[src/rtl/mem_access_unit.sv]
// Memory-stage load/store engine: one req/gnt/rvalid bus access per load/store, pipeline stalled meanwhile.
// Optional macro MISALIGN_TRAP_EN: misaligned H/W accesses are dropped and flagged on misalign_o.
module mem_access_unit #(
  parameter int DATA_WIDTH = 32,
  parameter int ADDR_WIDTH = 32
) (
  input  logic                  clk,
  input  logic                  rst_n,
  input  logic                  req_valid_i,
  input  logic                  mem_read_i,
  input  logic                  mem_write_i,
  input  logic [2:0]            funct3_i,
  input  logic [ADDR_WIDTH-1:0] addr_i,
  input  logic [DATA_WIDTH-1:0] wdata_i,
  output logic                  stall_o,
  output logic                  dmem_req_o,
  output logic                  dmem_we_o,
  output logic [ADDR_WIDTH-1:0] dmem_addr_o,
  output logic [DATA_WIDTH-1:0] dmem_wdata_o,
  output logic [3:0]            dmem_be_o,
  input  logic                  dmem_gnt_i,
  input  logic                  dmem_rvalid_i,
  input  logic [DATA_WIDTH-1:0] dmem_rdata_i,
  output logic [DATA_WIDTH-1:0] rd_data_o,
  output logic                  rd_data_valid_o,
  output logic                  misalign_o
);

  // Bus handshake: a request is outstanding while dmem_req_o is high and is accepted in the cycle
  // dmem_gnt_i is high; read data is taken in the (same or later) cycle dmem_rvalid_i is high.
  typedef enum logic [1:0] {IDLE = 2'd0, REQ = 2'd1, WAIT_R = 2'd2, DONE = 2'd3} state_e;

  state_e                state_q;
  logic                  we_q;
  logic [ADDR_WIDTH-1:0] addr_q;
  logic [DATA_WIDTH-1:0] wdata_q;
  logic [3:0]            be_q;
  logic [2:0]            funct3_q;
  logic [1:0]            lo_q;
  logic [DATA_WIDTH-1:0] rd_data_q;

  logic                  start;
  logic                  trap;
  logic                  issue;
  logic                  is_b;
  logic                  is_h;
  logic [3:0]            be_d;
  logic [DATA_WIDTH-1:0] wdata_d;
  logic [DATA_WIDTH-1:0] load_d;
  logic [7:0]            byte_sel;
  logic [15:0]           half_sel;

  // Gated with rst_n so every output reads 0 while reset is held, even with a live slot upstream.
  assign start = rst_n && req_valid_i && (mem_read_i || mem_write_i);
  assign is_b  = (funct3_i[1:0] == 2'b00);
  assign is_h  = (funct3_i[1:0] == 2'b01);

`ifdef MISALIGN_TRAP_EN
  assign trap = start && ((is_h && addr_i[0]) || (!is_b && !is_h && (addr_i[1:0] != 2'b00)));
`else
  assign trap = 1'b0;
`endif

  assign issue      = start && !trap && (state_q == IDLE);
  assign misalign_o = trap && (state_q == IDLE);

  always_comb begin
    be_d    = 4'b1111;
    wdata_d = wdata_i;
    if (mem_write_i) begin
      if (is_b) begin
        be_d    = 4'b0001 << addr_i[1:0];
        wdata_d = {4{wdata_i[7:0]}};
      end else if (is_h) begin
        be_d    = 4'b0011 << {addr_i[1], 1'b0};
        wdata_d = {2{wdata_i[15:0]}};
      end
    end
  end

  // funct3[2] selects zero-extension; sizes 011/110/111 fall through to a full word.
  always_comb begin
    byte_sel = dmem_rdata_i[{lo_q, 3'b000} +: 8];
    half_sel = lo_q[1] ? dmem_rdata_i[31:16] : dmem_rdata_i[15:0];
    case (funct3_q[1:0])
      2'b00:   load_d = funct3_q[2] ? {24'b0, byte_sel} : {{24{byte_sel[7]}}, byte_sel};
      2'b01:   load_d = funct3_q[2] ? {16'b0, half_sel} : {{16{half_sel[15]}}, half_sel};
      default: load_d = dmem_rdata_i;
    endcase
  end

  always_ff @(posedge clk or negedge rst_n) begin
    if (!rst_n) begin
      state_q   <= IDLE;
      we_q      <= 1'b0;
      addr_q    <= '0;
      wdata_q   <= '0;
      be_q      <= 4'b0000;
      funct3_q  <= 3'b000;
      lo_q      <= 2'b00;
      rd_data_q <= '0;
    end else begin
      case (state_q)
        IDLE: begin
          if (issue) begin
            state_q  <= REQ;
            we_q     <= mem_write_i;
            addr_q   <= {addr_i[ADDR_WIDTH-1:2], 2'b00};
            wdata_q  <= wdata_d;
            be_q     <= be_d;
            funct3_q <= funct3_i;
            lo_q     <= addr_i[1:0];
          end
        end
        REQ: begin
          if (dmem_gnt_i) begin
            if (we_q) begin
              state_q <= DONE;
            end else if (dmem_rvalid_i) begin
              rd_data_q <= load_d;
              state_q   <= DONE;
            end else begin
              state_q <= WAIT_R;
            end
          end
        end
        WAIT_R: begin
          if (dmem_rvalid_i) begin
            rd_data_q <= load_d;
            state_q   <= DONE;
          end
        end
        default: state_q <= IDLE;
      endcase
    end
  end

  assign stall_o         = issue || (state_q == REQ) || (state_q == WAIT_R);
  assign dmem_req_o      = (state_q == REQ);
  assign dmem_we_o       = we_q;
  assign dmem_addr_o     = addr_q;
  assign dmem_wdata_o    = wdata_q;
  assign dmem_be_o       = be_q;
  assign rd_data_o       = rd_data_q;
  assign rd_data_valid_o = (state_q == DONE);

endmodule

[config.mk]
export PLATFORM = sky130hd
export DESIGN_NAME = mem_access_unit
export DESIGN_NICKNAME = d
export VERILOG_FILES = /design/src/rtl/mem_access_unit.sv
export SDC_FILE = /design/constraint.sdc
export NUM_CORES = 1
export LEC_CHECK = 0
export CORE_AREA = 2 2 110 112
export CTS_CLUSTER_DIAMETER = 100
export CTS_CLUSTER_SIZE = 30
export DETAILED_ROUTE_END_ITERATION = 10
export DIE_AREA = 0 0 112 114
export MAX_ROUTING_LAYER = met4
export PLACE_DENSITY = 0.8
export RECOVER_POWER = 50
export REMOVE_ABC_BUFFERS = 1
export SLEW_MARGIN = 10
export SYNTH_ARGS = -nofsm -noshare
export SYNTH_HDL_FRONTEND = slang
export SYNTH_SLANG_ARGS = --single-unit
[constraint.sdc]
create_clock -name clk -period 4.7 [get_ports clk]
set_input_delay 0.705 -clock clk [delete_from_list [all_inputs] [get_ports clk]]
set_output_delay 0.705 -clock clk [all_outputs]
set_load 0.02 [all_outputs]
==> flow_metrics.tcl <==
set metrics [dict create \
    final_layout_size_suffix_gt1_share_pct 14.09 \
    final.setup.tns_ns 0 \
    synth.ff_latch_count 106 \
    power_mw 4.960 \
    cap_violations 1 \
    cp_slowest_cell "dlygate4sd3_1" \
    syn_area_um2 5139 \
    grt_usage_pct 24.49 \
    rows 40 \
    cp_max_fo 4 \
    p_leak_nw 3.335 \
    die-area_um2 12770 \
    cts.sinks 106 \
    nets 772 \
    r2r-start "state_q[1]" \
    grt_pass1_wl_mm 24.08 \
    antenna_found_initial 0 \
    fin_skew_ns 0.006245 \
    fin_crit_sh_pct 61.59 \
    final_cell_mix "clkdlybuf4s50_1, dfrtp_1, nand2_1" \
    stdcell_area_um2 7561 \
    place_congestion 0.8712 \
    startpoint "mem_write_i" \
    clkTransAtPathRegs_ns 0.07 \
    place_area_um2 7266 \
    rsz0062_at_grt "no" \
    hold_class "in -> async" \
    cts_max_path_buffers 2 \
    final_common_cell "clkdlybuf4s50_1" \
    routedWlPerCell_um 18.47 \
    numCtsBuffers 9 \
    clk-insertion-delay-late_ns 0.34 \
    die_w_um 112 \
    drtIter0Drc 288 \
    vias 4414 \
    critPathArrivalTime_ns 2.19 \
    ys_warn_count 0 \
    dp_hpwl_mm 10.96 \
    drv_slew 79 \
    cts_hold_buf 0 \
    cp-end-kind "output pin" \
    drc_errors 0 \
    max_slew_margin_pct -32.17 \
    die_h_um 114 \
    grt_max_degree 103 \
    ant_nets 0 \
    hold_viol 0 \
    cts_tree "built" \
    area_delta_synth_final_pct 47.14 \
    cts.repair.resized 0 \
    design.portCount 211 \
    max_stage_delay_ns 0.65 \
    routed_wl_mm 15.04 \
    ys_seq_area_share_pct 51.62 \
    path_cells "dlygate4sd3_1 > o2111ai_4 > nand2_1 > clkdlybuf4s50_1" \
    power_density_nw_per_um2 656.0 \
    htreeDepth 3 \
    cp-start-kind "primary input" \
    grt.overflow.total 0 \
    setup_viol 0 \
    clock-root-buffer "clkbuf_16" \
    grt_pass1_vias 4665 \
    tightest_slew_ns 1.983 \
    peakVddDrop_uv 394.4 \
    fin_crit_ns 2.895 \
    post-cts-setup-buffers 0 \
    dr.pass1.iters 4 \
    core_area_um2 11710 \
    fmax_mhz 345.4 \
    syn_area_per_cell_um2 10.89 \
    synth.distinct_cells 41 \
    num_antenna_cells 0 \
    io_buffer_count 207 \
    required_ns 3.99 \
    outcome "complete, but fails checks" \
    worstSetupPathType "in -> out" \
    failed_checks "max-capacitance violations, max-slew violations" \
    start_util_pct 43.88 \
    syn_inst 472 \
    vias_per_cell 5.423 \
]
worst max-delay path, delay by kind of cell:
family,cells,cell delay [ns]
buf+inv,2,1.25
compound gates,1,0.15
simple gates,1,0.09
logic make-up (layout without fill, tap and decap cells):
kind of cell / Yosys count / count (layout) / synth area share [%]
AOI/OAI and AO/OA: 105 / 105 / 12.15
adders and majority gates: 4 / 4 / 0.9740
buffers and inverters: 44 / 237 / 4.553
DFF: 106 / 106 / 51.62
muxes: 83 / 83 / 17.99
other: 1 / 3 / 0.07298
and+or+nand+nor: 129 / 129 / 12.64
metrics by stage:
| stage | util (%) | hold slack [ns] | setup slack, ns | std cells |
|---|---|---|---|---|
| final | 64.56 | 0.3099 | 1.805 | 814 |
| after global routing | 64.56 | 0.3295 | 1.679 | 814 |
| after CTS | 64.58 | 0.3087 | 1.875 | 814 |
| after detailed placement | 62.04 | 0.4778 | 1.841 | 798 |
| after global placement | 62.04 | 0.4599 | 1.891 | 798 |
| after floorplan | - | 0.4094 | -1.535 | 437 |
flip-flops by register name, indices dropped and copies added (netlist names):
name / flops
lo_q: 2
dmem_we_o: 1
rd_data_o: 32
dmem_wdata_o: 32
dmem_addr_o: 30
dmem_be_o: 4
funct3_q: 3
state_q: 2
routing by layer:
metal	track usage, %	vias up	part of all wire, %
met3	7.970	23	10
met5	-	-	0
met1	29.58	2138	40
li1	-	2038	-
met4	7.967	0	1.9
met2	39.31	215	48
where the power goes:
part | total (mW) | internal (mW) | leakage (nW) | switching (mW)
clock network | 0.761 | 0.429 | 0.143 | 0.332
logic | 2.56 | 1.22 | 1.90 | 1.34
registers | 1.64 | 1.35 | 1.29 | 0.286
total | 4.96 | 3.00 | 3.34 | 1.96
synth_stat cells:
| library cell | number | area, um^2 |
|---|---|---|
| a222oi_1 | 1 | 10.01 |
| a21o_1 | 1 | 7.510 |
| clkbuf_1 | 14 | 52.55 |
| a22o_1 | 7 | 61.31 |
| o21ai_1 | 3 | 15.01 |
| o21ai_0 | 43 | 215.2 |
| o31ai_1 | 7 | 52.55 |
| mux4_1 | 1 | 26.28 |
| inv_1 | 6 | 22.52 |
| a41oi_1 | 1 | 8.760 |
| nor2_1 | 23 | 86.33 |
| o211ai_1 | 1 | 7.510 |
| nand3_1 | 20 | 100.1 |
| nand3_2 | 9 | 90.09 |
| buf_4 | 7 | 52.55 |
| o21a_1 | 1 | 7.510 |
| conb_1 | 1 | 3.750 |
| dfrtp_1 | 106 | 2653 |
| or2_2 | 2 | 12.51 |
| nor2b_1 | 4 | 25.02 |
| nand2b_1 | 3 | 18.77 |
| nor4bb_1 | 7 | 70.07 |
| and3_1 | 1 | 6.260 |
| a21oi_1 | 30 | 150.1 |
| and3b_1 | 1 | 8.760 |
| buf_6 | 4 | 45.04 |
| mux2_2 | 54 | 608.1 |
| o22ai_2 | 1 | 12.51 |
| buf_1 | 2 | 7.510 |
| mux2_4 | 2 | 30.03 |
| buf_2 | 9 | 45.04 |
| o22ai_1 | 1 | 6.260 |
| mux2i_1 | 26 | 260.3 |
| o2111ai_1 | 1 | 8.760 |
| clkbuf_2 | 1 | 5.000 |
| nor2_2 | 1 | 6.260 |
| nand2_1 | 57 | 214.0 |
| o22a_1 | 7 | 61.31 |
| clkinv_1 | 1 | 3.750 |
| ha_1 | 4 | 50.05 |
| or3_4 | 1 | 11.26 |
path summary, 6_finish.rpt:
check,to,slack (ns),depth (start not counted)
setup / recovery,stall_o,1.81,4
hold / removal,rd_data_o[8],0.31,1
setup reg to reg,rd_data_o[31],2.27,6
hold reg to reg,dmem_be_o[0],0.48,2
max in group asynchronous,dmem_wdata_o[14],2.12,2
min in group clk,dmem_be_o[0],0.48,2
area by class of cell:
class,count,area (um^2)
clock buffers,12,246.5
multi-input cells,324,2281
fillers,950,4150
inverters,7,26.28
clock inverters,4,51.30
well taps,147,183.9
flip-flops and latches,106,2653
repair buffers,214,2120
(Power assumes the default switching activity.)
